### config.mk
export PLATFORM = sky130hd
export DESIGN_NAME = postif_inst_buffer
export DESIGN_NICKNAME = d
export VERILOG_FILES = /design/src/rtl/postif_inst_buffer.sv
export SDC_FILE = /design/constraint.sdc
export NUM_CORES = 1
export LEC_CHECK = 0
export CAP_MARGIN = 20
export CORE_ASPECT_RATIO = 0.75
export CORE_MARGIN = 1.5
export CORE_UTILIZATION = 45
export CTS_CLUSTER_SIZE = 20
export DETAILED_ROUTE_END_ITERATION = 6
export GPL_TIMING_DRIVEN = 0
export PLACE_DENSITY = 0.77
export RECOVER_POWER = 100
export REMOVE_ABC_BUFFERS = 1
export SLEW_MARGIN = 20
export SYNTH_ARGS = -nofsm -noshare
export SYNTH_HDL_FRONTEND = slang
export SYNTH_SLANG_ARGS = --single-unit
export TNS_END_PERCENT = 1
### constraint.sdc
create_clock -name clock_i -period 6.27 [get_ports clock_i]
set_clock_uncertainty 0.2 [all_clocks]
set_input_delay 0.9405 -clock clock_i [delete_from_list [all_inputs] [get_ports clock_i]]
set_output_delay 0.9405 -clock clock_i [all_outputs]
set_load 0.02 [all_outputs]
### src/rtl/postif_inst_buffer.sv
// postif_inst_buffer
//
// Two-entry instruction buffer between the post-IF pipeline register and ID.
// The synchronous instruction SRAM returns its word only during the post-IF
// cycle. This block captures that word with its PC and fetch exception code,
// and holds it while ID is stalled. Entries go to ID in order under a
// valid/stall handshake.
//
// Ports:
//   clock_i                  rising-edge clock
//   reset_i                  asynchronous active-high reset
//   postif_pc_i              PC of the post-IF word
//   postif_exception_type_i  fetch exception code, 0 = none
//   postif_inst_ren_i        an SRAM read was issued for this PC
//   postif_inst_valid_i      the post-IF slot is live (not squashed)
//   inst_rdata_i             SRAM read data, valid in the post-IF cycle
//   exception_i              pipeline flush
//   id_stall_i               ID cannot take the head entry this cycle
//   id_pc_o / id_inst_o / id_exception_type_o  head entry, or 0 when empty
//   id_valid_o               head entry present
//   fetch_stall_o            combinational request to freeze IF/post-IF
//   overflow_o               sticky flag: a word arrived while the buffer was full

module postif_inst_buffer (
  input  logic        clock_i,
  input  logic        reset_i,
  input  logic [31:0] postif_pc_i,
  input  logic [31:0] postif_exception_type_i,
  input  logic        postif_inst_ren_i,
  input  logic        postif_inst_valid_i,
  input  logic [31:0] inst_rdata_i,
  input  logic        exception_i,
  input  logic        id_stall_i,
  output logic [31:0] id_pc_o,
  output logic [31:0] id_inst_o,
  output logic [31:0] id_exception_type_o,
  output logic        id_valid_o,
  output logic        fetch_stall_o,
  output logic        overflow_o
);

  logic [1:0]  count_reg, count_next;
  logic [31:0] head_pc_reg, head_pc_next;
  logic [31:0] head_inst_reg, head_inst_next;
  logic [31:0] head_exc_reg, head_exc_next;
  logic [31:0] tail_pc_reg, tail_pc_next;
  logic [31:0] tail_inst_reg, tail_inst_next;
  logic [31:0] tail_exc_reg, tail_exc_next;
  logic        overflow_reg, overflow_next;

  logic        enq;
  logic        deq;
  logic [31:0] new_inst;

  // A fetch that only carries an exception (no SRAM read) still enqueues,
  // as a NOP, so that the exception reaches ID in program order.
  assign enq      = postif_inst_valid_i &
                    (postif_inst_ren_i | (postif_exception_type_i != 32'h0));
  assign new_inst = postif_inst_ren_i ? inst_rdata_i : 32'h0;
  assign deq      = id_valid_o & ~id_stall_i;

  // The stall is raised one word early. The word already in post-IF then
  // always has a free slot on the next edge.
  assign fetch_stall_o = (count_reg == 2'd2) |
                         ((count_reg == 2'd1) & enq & ~deq);

  always_comb begin
    count_next     = count_reg;
    head_pc_next   = head_pc_reg;
    head_inst_next = head_inst_reg;
    head_exc_next  = head_exc_reg;
    tail_pc_next   = tail_pc_reg;
    tail_inst_next = tail_inst_reg;
    tail_exc_next  = tail_exc_reg;
    overflow_next  = overflow_reg;

    if (exception_i) begin
      count_next = 2'd0;
    end else begin
      case (count_reg)
        2'd0: begin
          if (enq) begin
            head_pc_next   = postif_pc_i;
            head_inst_next = new_inst;
            head_exc_next  = postif_exception_type_i;
            count_next     = 2'd1;
          end
        end
        2'd1: begin
          if (enq && deq) begin
            head_pc_next   = postif_pc_i;
            head_inst_next = new_inst;
            head_exc_next  = postif_exception_type_i;
          end else if (enq) begin
            tail_pc_next   = postif_pc_i;
            tail_inst_next = new_inst;
            tail_exc_next  = postif_exception_type_i;
            count_next     = 2'd2;
          end else if (deq) begin
            count_next = 2'd0;
          end
        end
        default: begin
          if (deq) begin
            head_pc_next   = tail_pc_reg;
            head_inst_next = tail_inst_reg;
            head_exc_next  = tail_exc_reg;
            if (enq) begin
              tail_pc_next   = postif_pc_i;
              tail_inst_next = new_inst;
              tail_exc_next  = postif_exception_type_i;
            end else begin
              count_next = 2'd1;
            end
          end else if (enq) begin
            // The buffer is full and the word is dropped. This means IF
            // ignored fetch_stall_o.
            overflow_next = 1'b1;
          end
        end
      endcase
    end
  end

  always_ff @(posedge clock_i or posedge reset_i) begin
    if (reset_i) begin
      count_reg     <= 2'd0;
      head_pc_reg   <= 32'h0;
      head_inst_reg <= 32'h0;
      head_exc_reg  <= 32'h0;
      tail_pc_reg   <= 32'h0;
      tail_inst_reg <= 32'h0;
      tail_exc_reg  <= 32'h0;
      overflow_reg  <= 1'b0;
    end else begin
      count_reg     <= count_next;
      head_pc_reg   <= head_pc_next;
      head_inst_reg <= head_inst_next;
      head_exc_reg  <= head_exc_next;
      tail_pc_reg   <= tail_pc_next;
      tail_inst_reg <= tail_inst_next;
      tail_exc_reg  <= tail_exc_next;
      overflow_reg  <= overflow_next;
    end
  end

  // When the buffer is empty, the head registers may still hold a dequeued
  // or flushed word. That word is masked here, so it never reaches ID.
  assign id_valid_o          = (count_reg != 2'd0);
  assign id_pc_o             = id_valid_o ? head_pc_reg   : 32'h0;
  assign id_inst_o           = id_valid_o ? head_inst_reg : 32'h0;
  assign id_exception_type_o = id_valid_o ? head_exc_reg  : 32'h0;
  assign overflow_o          = overflow_reg;

endmodule

# --- Yosys cells after proc, flatten, opt, wreduce, memory -nomap -nowiden ---
# Cells that the tools add are included.
totals:
  regBits: 195
  in_bits: 102
  out_inout_bits: 99
  word_cells: 76
classes:
  n_eq_ne: 9
  n_mux: 36
  bitwise: 11
  reduce_logical: 12
ops:
  columns: ["cell", "n"]
  rows:
  - ["$mux W32", 22]
  - ["$pmux W32 S2", 6]
  - ["$reduce_bool A32 Y1", 1]
  - ["$mux W2", 7]
  - ["$reduce_and A4 Y1", 3]
  - ["$ne A3 B3 Y1 const B", 2]
  - ["$not A1 Y1", 5]
  - ["$reduce_and A5 Y1", 1]
  - ["$and A1 B1 Y1", 4]
  - ["$ne A2 B2 Y1 const B", 2]
  - ["$ne A4 B2 Y1 const B", 1]
  - ["$ne A4 B4 Y1 const B", 1]
  - ["$pmux W2 S2", 1]
  - ["$reduce_bool A2 Y1", 2]
  - ["$reduce_bool A4 Y1", 1]
  - ["$reduce_bool A3 Y1", 1]
  - ["$eq A2 B1 Y1 const B", 1]
  - ["$eq A2 B2 Y1 const B", 1]
  - ["$logic_not A2 Y1", 1]
  - ["$ne A2 B1 Y1 const B", 1]
  - ["$or A1 B1 Y1", 2]
  - ["$reduce_or A2 Y1", 1]
  - ["$logic_and A1 B1 Y1", 1]

# --- Logic depth before layout (Yosys ltp) ---
logic_depth:
  word_depth: 7
  ltp_mapped: 9
  mapped_depth_nobuf: 5

# --- Least setup slack after synthesis ---
# Ideal clock, no wire load.
synth_timing:
  kind: "input to output"
  startpoint: "input port postif_inst_ren_i"
  endpoint: "output port fetch_stall_o"
  arrival_ns: 2.198
  required_time_ns: 5.129
  path_slack_ns: 2.932
  cell_stages: 6
  path_buffers: 1
  cell_sequence: "clkbuf_1 -> nor4_1 -> nand4_1 -> o31a_1 -> and4b_1 -> nand2b_1"
synth_via:
  elab_chain_cells: 5
synth_lines:
  columns: ["element", "line_no", "rtl"]
  rows:
  - ["from (decl)", "29", "input logic postif_inst_ren_i,"]
  - ["$or A1 B1 Y1", "58", "(postif_inst_ren_i | (postif_exception_type_i != 32'h0));"]
  - ["$and A1 B1 Y1", "57", "assign enq = postif_inst_valid_i &"]
  - ["$and A1 B1 Y1 (2 in a row)", "65", "((count_reg == 2'd1) & enq & ~deq);"]
  - ["$or A1 B1 Y1", "64", "assign fetch_stall_o = (count_reg == 2'd2) |"]
  - ["to (decl)", "38", "output logic fetch_stall_o,"]
# No other way between the ends.

# --- Worst setup path after layout ---
layout_timing:
  startpoint: "input port postif_exception_type_i[3]"
  endpoint: "register tail_pc_reg[17]"
layout_via:
  elab_chain_cells: 6
  elab_cells_between_ends: 10
  classes_between: "eq/ne (1); mux (4); bitwise (2); reduce/logical (3)"
layout_lines:
  columns: ["element", "line_no", "rtl"]
  rows:
  - ["from (decl)", "28", "input logic [31:0] postif_exception_type_i,"]
  - ["$reduce_bool A32 Y1 (*)", "58", null]
  - ["$or A1 B1 Y1 (*)", "58", null]
  - ["$and A1 B1 Y1 (*)", "57", null]
  - ["$mux W32 / $logic_and A1 B1 Y1 (equally long branches)", null, null]
  - ["$mux W32 (tied with other cells)", null, null]
  - ["$pmux W32 S2 / $reduce_and A4 Y1 (equally long branches)", null, null]
  - ["to (signal assigned)", "140", "tail_pc_reg <= tail_pc_next;"]
  - ["to (decl)", "46", "logic [31:0] tail_pc_reg, tail_pc_next;"]
# Every way passes the cells marked *; elsewhere a longest branch is shown, timed or not. The select of a mux whose other input is x is not followed.
# A chain may end at the register's enable or synchronous reset.

==> run summary <==
The flow ran to the end, but the final reports show violations. The checks that failed: max-capacitance violations, max-slew violations. The largest total area in the synthesized netlist belongs to sky130_fd_sc_hd__dfrtp_1. The net count of the finished layout is 1053. The number of antenna violations at the first check in global routing came out at 0. The final critical path time including I/O delays and setup is 5.15 ns. The worst setup path is captured at a flip-flop.

The clock passes through at most 2 buffers. The initial standard-cell utilization of the core came out at 45.7%. The library cell used most frequently in the layout, excluding fill and tap cells, is sky130_fd_sc_hd__dfrtp_1. The number of setup violations in the final report came out at 0. After clock tree synthesis, the setup repair step added 0 buffers.

Detailed routing inserted a total of 6207 vias. The analysis attributes to cell leakage a power of 5.25 nW. The path depth of the worst reg2reg path is 8. The number of max-capacitance violations reported is 2. The number of nets still failing antenna checks after routing is 0. The register area share after synthesis is 53.0%. At the pin with the least slew margin, the transition time is 2.25 ns. CTS placed an instance of sky130_fd_sc_hd__clkbuf_16 at the clock tree root. The sink of the worst hold path is overflow_o$_DFFE_PP0P_. The die covers 0.0213 mm².

Including well taps, the total number of placed cells is 1190. The floorplan row count came out at 45. 201 I/O pins were placed.

The clock-pin slew on the worst setup and hold paths came out at 0.07 ns. The worst hold-check slack is 0.276 ns. The first-pass detailed-route iteration total is 4.

The data required time at the worst endpoint is 6.38 ns. Counting the buffers created by CTS gives 17. A synthesized cell averages 12.1 µm². Setup repair after global routing left no endpoint under its margin.

In the layout the commonest cells are sky130_fd_sc_hd__dfrtp_1 (194), sky130_fd_sc_hd__mux2_2 (184), sky130_fd_sc_hd__clkdlybuf4s50_1 (116). The maximum fanout count along the critical path is 12. The tree built by TritonCTS fans out to 195 sinks.

The insertion delay of the later-clocked pin in the worst-skew pair is 0.42 ns. The critical path in this run is classified as in2reg. Entering global routing, the biggest net connects 90 pins. The count of synthesis-stage warnings from yosys is 0. The fmax came out at 194 MHz. The total overflow left after global routing is 0. Data on the critical path arrives at its endpoint at 5.26 ns. The worst path uses 82.1% of the clock period.

Ranked by total cell area, the synthesized netlist is headed by sky130_fd_sc_hd__dfrtp_1 (53%), sky130_fd_sc_hd__mux2_2 (22%), sky130_fd_sc_hd__and2_1 (6.5%). The via count of the first global-routing pass came out at 6523. The register-to-register setup slack is 1.37 ns. The number of input and output port buffers inserted came out at 200. The H-tree generated during clock tree synthesis spans 4 levels.

The overall routing resource usage is 19.6%. The number of max-slew violations in the final report was 120. The distinct cell type count after synthesis came out at 28.

The congestion estimate from routability-driven global placement came to 0.703. In the final routed layout, each cell accounts on average for 16.3 µm. The tightest min-delay check is of the reg2reg type.

The area growth from synthesis to layout came out at 30.6%. The most critical setup path has its startpoint at postif_exception_type_i[3]. The total detailed-routing wirelength came out at 19900 µm. The final-report hold violation count came to 0. The mapped netlist covers 0.00921 mm². The wire-length estimate of the detail-placed layout is 13700 µm. The share of synthesized area in the top cell type comes to 53.0%. The depth of the worst hold-timing path is 1. The post-cts hold buffer count came out at 0. The non-filler instance count after layout came out at 1223.

The worst-case vdd ir drop is 170 µV. The worst register-to-register path begins at count_reg[1]$_DFFE_PP0P_. The number of DRC markers after the initial detailed-route iteration came out at 286.

Counting the fill cells in the layout gives 1653. The global-route wire length before repair came out at 33500 µm. In this run the most critical hold path is launched from overflow_o$_DFFE_PP0P_. The die span in x came out at 168 µm. The quantity of gates resized following cts came out at 0.

The relative max-transition margin is -50.1%. For this run, design rule violations remaining after detail routing come to 0. The reg-to-reg endpoint is head_inst_reg[0]$_DFFE_PP0P_.

STA classifies the critical path startpoint as a primary input. The height of the die is 127 µm. The aggregate negative setup slack is 0 ns.

The post-route netlist has 23.7% of its cells at a drive strength greater than 1. The total area inside the core boundary comes to 0.0202 mm². The cell area power density came out at 289 mW/mm².

The count of state elements after synthesis is 195. Counting every instance in the synthesized netlist gives 763. The via count normalized by instance count came out at 5.08. TritonCTS built the clock tree.
[stage by stage]
step                      utilization, %  instance area [µm²]  setup WS (ns)  power (mW)
final                               59.7                12000           1.12        3.47
after global routing                59.7                12000          0.796        3.67
after CTS                           60.3                12200           1.66        3.55
after detailed placement            57.7                11600           1.65        2.53
after global placement              55.7                11200         -18.03        2.49
after floorplan                        -                 8900          -8.70        2.18
[worst max-delay path, stage by stage]
cell                            delay (ns)
sky130_fd_sc_hd__dlygate4sd3_1        0.58
sky130_fd_sc_hd__nor4_1               0.44
sky130_fd_sc_hd__nand4_1              0.23
sky130_fd_sc_hd__o311ai_2             0.73
sky130_fd_sc_hd__clkbuf_1             0.50
sky130_fd_sc_hd__clkbuf_1             0.43
sky130_fd_sc_hd__clkbuf_1             0.31
sky130_fd_sc_hd__buf_4                0.25
sky130_fd_sc_hd__clkbuf_1             0.43
sky130_fd_sc_hd__mux2_2               0.39
[power breakdown]
group	switching (mW)	leakage [nW]	internal, mW
clock network	0.499	0.242	0.518
registers	0.133	2.41	1.55
logic	0.336	2.59	0.434
[synthesized netlist by cell type, drive strengths merged]
master / count
nand3b: 1
inv: 2
mux2i: 1
dfrtp: 195
nand4: 1
buf: 25
a21oi: 3
nor4: 8
nor2: 1
nor3: 2
and2: 96
and4b: 1
or2: 1
nand2b: 4
o21ai: 66
o31a: 1
clkbuf: 30
a41o: 1
nand2: 97
mux2: 224
nand3: 2
o311ai: 1
[cell type report]
class	instances	area [µm²]	share of cell area [%]
diodes	1	2.50	0.0208
clock buffers	20	437	3.63
clock inverters	12	103	0.853
inverters	2	8.76	0.0728
multi-input cells	511	4010	33.3
flip-flops and latches	195	4880	40.6
well taps	258	323	2.68
repair buffers	224	2270	18.9
[layer usage]
layer  global-route usage, %  vias up  wire (µm)
met5                       0        -          0
met3                    6.58       10       1480
met2                    30.9      156       8870
li1                        -     2996          -
met1                    26.6     3045       9460
met4                    4.10        0        119
[kinds of logic (layout without fill, tap and decap cells)]
kind of cell,count (synthesis),count (layout),synth area share (%)
flip-flops,195,195,53.0
AO/OA/AOI/OAI,72,72,4.17
AND/OR/NAND/NOR,214,214,11.9
other,0,1,0
multiplexers,225,225,27.5
buffers and inverters,57,258,3.49
[worst max-delay path by stage]
stage / end / cells past startpoint
CTS: fetch_stall_o / 7
global placement: tail_inst_reg[22]$_DFFE_PP0P_ / 5
finish: tail_pc_reg[17]$_DFFE_PP0P_ / 10
global route: tail_pc_reg[17]$_DFFE_PP0P_ / 10
detailed placement: tail_pc_reg[17]$_DFFE_PP0P_ / 10
floorplan: tail_exc_reg[0]$_DFFE_PP0P_ / 4
No activity file was read; power rests on OpenSTA's default activity.
